**src/rtl/mem_access_unit.sv**
```systemverilog
// ============================================================================
// Module      : mem_access_unit
// Description : MAR/MDR memory access sequencer with wait states, timeout
//               abort and a sticky error flag.
// Revision    : 1.0 - initial release
// ============================================================================
`default_nettype none

module mem_access_unit #(
    parameter int DATA_W      = 16,
    parameter int ADDR_W      = 16,
    parameter int WAIT_CYCLES = 2,
    parameter int TIMEOUT     = 255
) (
    input  logic              Clk,
    input  logic              Reset,
    input  logic [DATA_W-1:0] BUS_In,
    input  logic              LD_MAR,
    input  logic              LD_MDR,
    input  logic              Rd_Req,
    input  logic              Wr_Req,
    input  logic              Clr_Err,
    input  logic [DATA_W-1:0] Mem_Rdata,
    input  logic              Mem_Ready,
    output logic [ADDR_W-1:0] MAR_Out,
    output logic [DATA_W-1:0] MDR_Out,
    output logic [ADDR_W-1:0] Mem_Addr,
    output logic [DATA_W-1:0] Mem_Wdata,
    output logic              Mem_CE,
    output logic              Mem_WE,
    output logic              Busy,
    output logic              R,
    output logic              Err
);

    localparam int c_WCNT_W = $clog2(WAIT_CYCLES + 1);
    localparam int c_TCNT_W = $clog2(TIMEOUT + 1);
    localparam logic [c_WCNT_W-1:0] c_WCNT_INIT = c_WCNT_W'(WAIT_CYCLES - 1);
    localparam logic [c_TCNT_W-1:0] c_TCNT_LAST = c_TCNT_W'(TIMEOUT - 1);

    typedef enum logic [1:0] {
        ST_IDLE = 2'd0,
        ST_WAIT = 2'd1,
        ST_DONE = 2'd2
    } state_t;

    state_t              r_state,  w_state_nx;
    logic [ADDR_W-1:0]   r_mar,    w_mar_nx;
    logic [DATA_W-1:0]   r_mdr,    w_mdr_nx;
    logic [c_WCNT_W-1:0] r_wcnt,   w_wcnt_nx;
    logic [c_TCNT_W-1:0] r_tcnt,   w_tcnt_nx;
    logic                r_write,  w_write_nx;
    logic                r_err,    w_err_nx;
    logic                w_err_set;

    always_ff @(posedge Clk or negedge Reset) begin
        if (!Reset) begin
            r_state <= ST_IDLE;
            r_mar   <= '0;
            r_mdr   <= '0;
            r_wcnt  <= '0;
            r_tcnt  <= '0;
            r_write <= 1'b0;
            r_err   <= 1'b0;
        end else begin
            r_state <= w_state_nx;
            r_mar   <= w_mar_nx;
            r_mdr   <= w_mdr_nx;
            r_wcnt  <= w_wcnt_nx;
            r_tcnt  <= w_tcnt_nx;
            r_write <= w_write_nx;
            r_err   <= w_err_nx;
        end
    end

    always_comb begin
        w_state_nx = r_state;
        w_mar_nx   = r_mar;
        w_mdr_nx   = r_mdr;
        w_wcnt_nx  = r_wcnt;
        w_tcnt_nx  = r_tcnt;
        w_write_nx = r_write;
        w_err_set  = 1'b0;

        case (r_state)
            ST_IDLE, ST_DONE: begin
                if (LD_MAR) w_mar_nx = BUS_In[ADDR_W-1:0];
                if (LD_MDR) w_mdr_nx = BUS_In;
                w_state_nx = ST_IDLE;
                if (Rd_Req && Wr_Req) begin
                    w_err_set = 1'b1;
                end else if (Rd_Req || Wr_Req) begin
                    w_state_nx = ST_WAIT;
                    w_write_nx = Wr_Req;
                    w_wcnt_nx  = c_WCNT_INIT;
                    w_tcnt_nx  = '0;
                end
            end
            ST_WAIT: begin
                // Datapath controls are locked out while an access is in flight.
                if (Rd_Req || Wr_Req || LD_MAR || LD_MDR) w_err_set = 1'b1;
                if (r_wcnt != '0) w_wcnt_nx = r_wcnt - 1'b1;
                w_tcnt_nx = r_tcnt + 1'b1;
                if ((r_wcnt == '0) && Mem_Ready) begin
                    if (!r_write) w_mdr_nx = Mem_Rdata;
                    w_state_nx = ST_DONE;
                end else if (r_tcnt == c_TCNT_LAST) begin
                    w_state_nx = ST_DONE;
                    w_err_set  = 1'b1;
                end
            end
            default: w_state_nx = ST_IDLE;
        endcase

        if (w_err_set)    w_err_nx = 1'b1;
        else if (Clr_Err) w_err_nx = 1'b0;
        else              w_err_nx = r_err;
    end

    // Strobes come straight from flops so memory controls never glitch.
    assign Busy      = (r_state == ST_WAIT);
    assign Mem_CE    = (r_state == ST_WAIT);
    assign Mem_WE    = (r_state == ST_WAIT) && r_write;
    assign R         = (r_state == ST_DONE);
    assign Err       = r_err;
    assign MAR_Out   = r_mar;
    assign MDR_Out   = r_mdr;
    assign Mem_Addr  = r_mar;
    assign Mem_Wdata = r_mdr;

endmodule

`default_nettype wire

```
**config.mk**
```make
export PLATFORM = sky130hd
export DESIGN_NAME = mem_access_unit
export DESIGN_NICKNAME = d
export VERILOG_FILES = /design/src/rtl/mem_access_unit.sv
export SDC_FILE = /design/constraint.sdc
export NUM_CORES = 1
export LEC_CHECK = 0
export ABC_CLOCK_PERIOD_IN_PS = 2100
export CORE_MARGIN = 2
export CORE_UTILIZATION = 42
export DETAILED_ROUTE_END_ITERATION = 8
export PLACE_DENSITY_LB_ADDON = 0.12
export SYNTH_ARGS = -nofsm -noshare
export SYNTH_HDL_FRONTEND = slang
export SYNTH_SLANG_ARGS = --single-unit
```
**constraint.sdc**
```tcl
create_clock -name Clk -period 2.1 [get_ports Clk]
set_input_delay 0.42 -clock Clk [delete_from_list [all_inputs] [get_ports Clk]]
set_output_delay 0.42 -clock Clk [all_outputs]
set_load 0.01 [all_outputs]
```
Word-level counts from Yosys, hierarchy flattened
Index checks and enable logic that the tools add are counted.

operators by class
  add/sub/neg operators = 2
  multiply operators = 0
  divide/modulo/power cells = 0
  magnitude comparators = 0
  eq/ne operators = 10
  shift operators = 0
  muxes and demuxes = 23
  bitwise operators = 1
  reductions and logical operators = 17

operators with widths
  cell                                                                     count
  16-bit 2-to-1 mux                                                        3
  16-bit case mux with 2 select lines                                      1
  8-bit 2-to-1 mux                                                         2
  8-bit case mux with 2 select lines                                       1
  2-bit 2-to-1 mux                                                         5
  8-bit by 1-bit adder with 8-bit output, second input constant            1
  8-bit == test, second input constant                                     1
  1-bit 2-to-1 mux                                                         8
  2-bit inequality test, second input constant                             4
  2-bit case mux with 2 select lines                                       2
  4-bit AND reduction                                                      2
  3-bit AND reduction                                                      2
  2-bit nonzero test                                                       3
  2-bit zero test                                                          2
  2-bit by 1-bit inequality test with 1-bit output, second input constant  2
  1-bit logical AND                                                        3
  1-bit logical OR                                                         3
  3-bit by 1-bit inequality test with 1-bit output, second input constant  1
  2-bit by 1-bit == test with 1-bit output, second input constant          1
  2-bit == test, second input constant                                     1
  1-bit case mux with 2 select lines                                       1
  2-bit AND reduction                                                      1
  2-bit OR reduction                                                       1
  2-bit by 1-bit subtractor with 2-bit output, second input constant       1
  1-bit inverter                                                           1

storage, ports and cells
  register bits = 46
  bits in latches = 0
  memory bits (writable) = 0
  ROM bits = 0
  logic and storage cells = 60
  memories = 0

Logic depth before layout (Yosys ltp)
  word-level depth = 8
  gate-level depth with buffers = 7
  gate-level depth less buffers = 5

Worst setup path after synthesis
Ideal clock, no wire load.

  kind = register to register
  from = reg r_wcnt[0]
  to = reg r_mdr[0] (netlist: MDR_Out[0])
  setup time = 0.125 ns
  arrival time = 1.535 ns
  data required time = 1.975 ns
  path slack = 0.440 ns
  cell stages (with the launch flop) = 7
  cells stage by stage = dfrtp_1 > inv_1 > ha_1 > nand2_1 > o32ai_4 > buf_6 > mux2_2

between the ends
  longest elaborated chain between the ends = 4

ends and longest elaborated chain
  item                                                               RTL line  RTL
  start, declared                                                    50        logic [c_WCNT_W-1:0] r_wcnt, w_wcnt_nx;
  start signal, assigned                                             69        r_wcnt <= w_wcnt_nx;
  2-bit zero test                                                    104       if ((r_wcnt == '0) && Mem_Ready) begin
  1-bit logical AND                                                  104
  2-bit by 1-bit inequality test with 1-bit output (no source line)  -
  4-bit AND reduction (no source line)                               -
  end signal, assigned                                               68        r_mdr <= w_mdr_nx;
  end, declared                                                      49        logic [DATA_W-1:0] r_mdr, w_mdr_nx;

Every way passes these cells.
A chain may end at the register's enable or synchronous reset.

Worst setup path after layout
  from = reg r_state[1]
  to = out Busy

between the ends
  longest elaborated chain between the ends = 1

ends and longest elaborated chain
  item                                      RTL line  RTL
  start, declared                           47        state_t r_state, w_state_nx;
  start signal, assigned                    66        r_state <= w_state_nx;
  2-bit by 1-bit == test with 1-bit output  121       assign Busy = (r_state == ST_WAIT);
  end, declared                             31        output logic Busy,

Every way passes these cells.

==> impl_metrics.yaml <==
grt:
  grt_pass1_vias: 1634
  grt_use_total_pct: 17.3
  grt_overflow: 0
  grt_max_degree: 30
  grt_pass1_wl_mm: 8.31
  antenna_found_initial: 0
synthesis:
  syn_nets: 243
  yosysUniqueCellTypes: 31
  yosysSeqAreaShare_pct: 47.7
  synth.avg_cell_area_um2: 12.2
  postSynthCellCount: 198
  synth_area_mm2: 0.00241
  yosysWarnings: 0
  synth_seq_cells: 46
layout:
  multi_input_area_um2: 922
  seqCellArea_mm2: 0.00115
  nFillCells: 474
  fin_nets: 330
  drive_above_1_share_pct: 24.2
  area_growth_pct: 43.2
  final_area_mm2: 0.00345
  final_cells: 357
  diodes: 0
sta:
  period_share_pct: 93.8
  fmax_mhz: 508
  setup_tns_ps: 0
  setup_viol: 0
  layout_setup_ws_ps: 130
  relSlewSlack_pct: 56.4
  finalHoldViolCount: 0
  finalMaxSlewViolations: 0
  tightest_slew_ps: 654
  period_needed_ps: 1970
  rsz0062_at_grt: "no"
  finalClockSkew_ps: 6.36
worst_setup_path:
  crit_slowest_cell: "clkdlybuf4s50_1"
  reg2regPathDepth: 5
  crit_path_end_kind: "primary output"
  r2r-end: "MDR_Out[5]"
  r2r_start: "r_state[1]"
  cp.arrival_ps: 1550
  setup.worst_path.class: "flip-flop to primary output"
  crit_chain: "nand2b_4, inv_8, clkdlybuf4s50_1"
  start_kind: "flip-flop"
  max_stage_delay_ps: 540
  crit_path_max_fanout: 10
  r2r_slack_ps: 360
  cp.required_ps: 1680
clock_network:
  clkTransAtPathRegs_ps: 90
  postCtsHoldBufs: 0
  cts_buffers: 5
  clock_latency_ps: 300
  htreeDepth: 2
  clock_tree.root_cell: "clkbuf_8"
  cts_sinks: 46
  clock_path_buffers: 2
  cts_tree: "built"
floorplan:
  rows: 27
  initial_core_util_pct: 43.5
  io_pins: 109
  dieArea_mm2: 0.00636
  die_h_um: 79.8
  core_mm2: 0.00554
  die_w_um: 79.8
route:
  wl_mm: 5.45
  vias: 1724
  viasPerCell: 4.83
  drcViolationCount: 0
  wl_per_cell_um: 15.3
  ant_nets: 0
  drt_iter0_drc: 49
  drt_pass1_iterations: 4
place:
  place_congestion: 0.759
  place_hpwl_mm: 4.12
  dp_slack_ps: 161
  dpl.cell_count: 349
  io_buffers: 108
  dpl_cell_area_mm2: 0.00336
pwr:
  vdd_drop_max_mv: 0.634
  p_total_mw: 5.19
  powerDensity_mw_per_mm2: 1500
  leakagePower_nw: 1.43
flow_run:
  maxCapViolCount: 0
worst_hold_path:
  hold_class: "input pin to asynchronous set/reset pin"
status:
  status: "finished clean"
## layout by cell type (no fill, tap or decap), types with 2 or more instances in the layout
master           synthesis  layout
mux2_2                  48      48
a21oi_1                  6       6
dfrtp_1                 46      46
nor3_1                   3       3
o31ai_1                  2       2
nand3_1                  3       3
nand2_1                  7       7
or3_1                    5       5
clkbuf_8                 0       5
clkdlybuf4s50_1          0     106
ha_1                     5       5
clkinv_2                 0       2
inv_1                   10      10
nor3b_1                  2       2
buf_4                   34       9
o21ai_0                  7       7
## how the worst max path moves through the flow
stage / to / start / slack, ps / cells after the start
after floorplan: MDR_Out[0] / r_wcnt[0] / 440 / 6
after CTS: R / r_state[0] / 110 / 3
after global placement: MDR_Out[2] / Mem_Ready / 190 / 5
after detailed placement: r_tcnt[1] / Rd_Req / 160 / 6
final: Busy / r_state[1] / 130 / 3
after global routing: R / r_state[0] / 50 / 3
## final cells by class
class | instances | share of cell area, %
well taps | 72 | 2.61
flip-flops and latches | 46 | 33.3
clock buffers | 5 | 1.99
multi-input cells | 103 | 26.7
inverters | 11 | 1.41
repair buffers | 118 | 33.7
clock inverters | 2 | 0.290
## flip-flops by register name, summed over array words and instances, names as in the netlist
name	flops
Err	1
MAR_Out	16
MDR_Out	16
r_state	2
r_tcnt	8
r_wcnt	2
r_write	1
## per-stage QoR
step,util (%),hold WS [ps]
6_report,62.3,134
5_1_grt,62.3,183
4_1_cts,62.3,156
3_5_place_dp,60.7,467
3_3_place_gp,60.7,461
2_1_floorplan,-,124
## power by group
part           internal (mW)  leakage (nW)  switching, mW
combinational           1.89         0.834           1.16
sequential              1.30         0.555          0.323
clock                  0.224        0.0438          0.297
total                   3.41          1.43           1.78
## synth_stat cells (all sizes together)
master / count / area, µm²
or4: 1 / 7.51
o211ai: 1 / 7.51
mux2: 48 / 541
dfrtp: 46 / 1150
nand2b: 2 / 20.0
a22oi: 1 / 7.51
ha: 5 / 62.6
nand3: 3 / 15.0
nor3b: 2 / 15.0
and2: 1 / 6.26
xnor2: 1 / 8.76
buf: 38 / 294
nand4b: 1 / 8.76
nand4: 1 / 6.26
nand3b: 1 / 7.51
inv: 11 / 43.8
o31ai: 2 / 15.0
o221ai: 1 / 8.76
a21oi: 6 / 30.0
o32ai: 1 / 27.5
mux2i: 1 / 10.0
nor2: 1 / 3.75
nand2: 7 / 26.3
nor2b: 1 / 6.26
nor3: 3 / 15.0
o21ai: 7 / 35.0
or3: 5 / 31.3
## critical path, delay by kind of cell (launching register included)
family,cells,cell delay [ps]
DFF,1,430
and+or+nand+nor,1,190
buffers and inverters,2,640
## metal layers
metal / wire (µm) / part of all wire (%) / track usage, %
met3: 316 / 5.8 / 4.30
met5: 0 / 0 / 0
met2: 2660 / 49 / 28.5
met4: 54 / 0.99 / 5.08
met1: 2420 / 44 / 22.7
## repair_timing
action                                  in CTS  in global routing
endpoints found under the setup margin       1                  0
setup buffers                                1                  0
resized for setup                            3                  0
## logic make-up (layout without fill, tap and decap cells)
family          count (synthesis)  count (layout)  synth area share (%)
simple gates                   29              29                  7.01
flops                          46              46                  47.7
xor+xnor                        1               1                 0.363
compound gates                 19              19                  5.45
buf+inv                        49             136                  14.0
mux                            49              49                  22.8
fa+ha+maj                       5               5                  2.59
No activity file was read; power rests on OpenSTA's default activity.
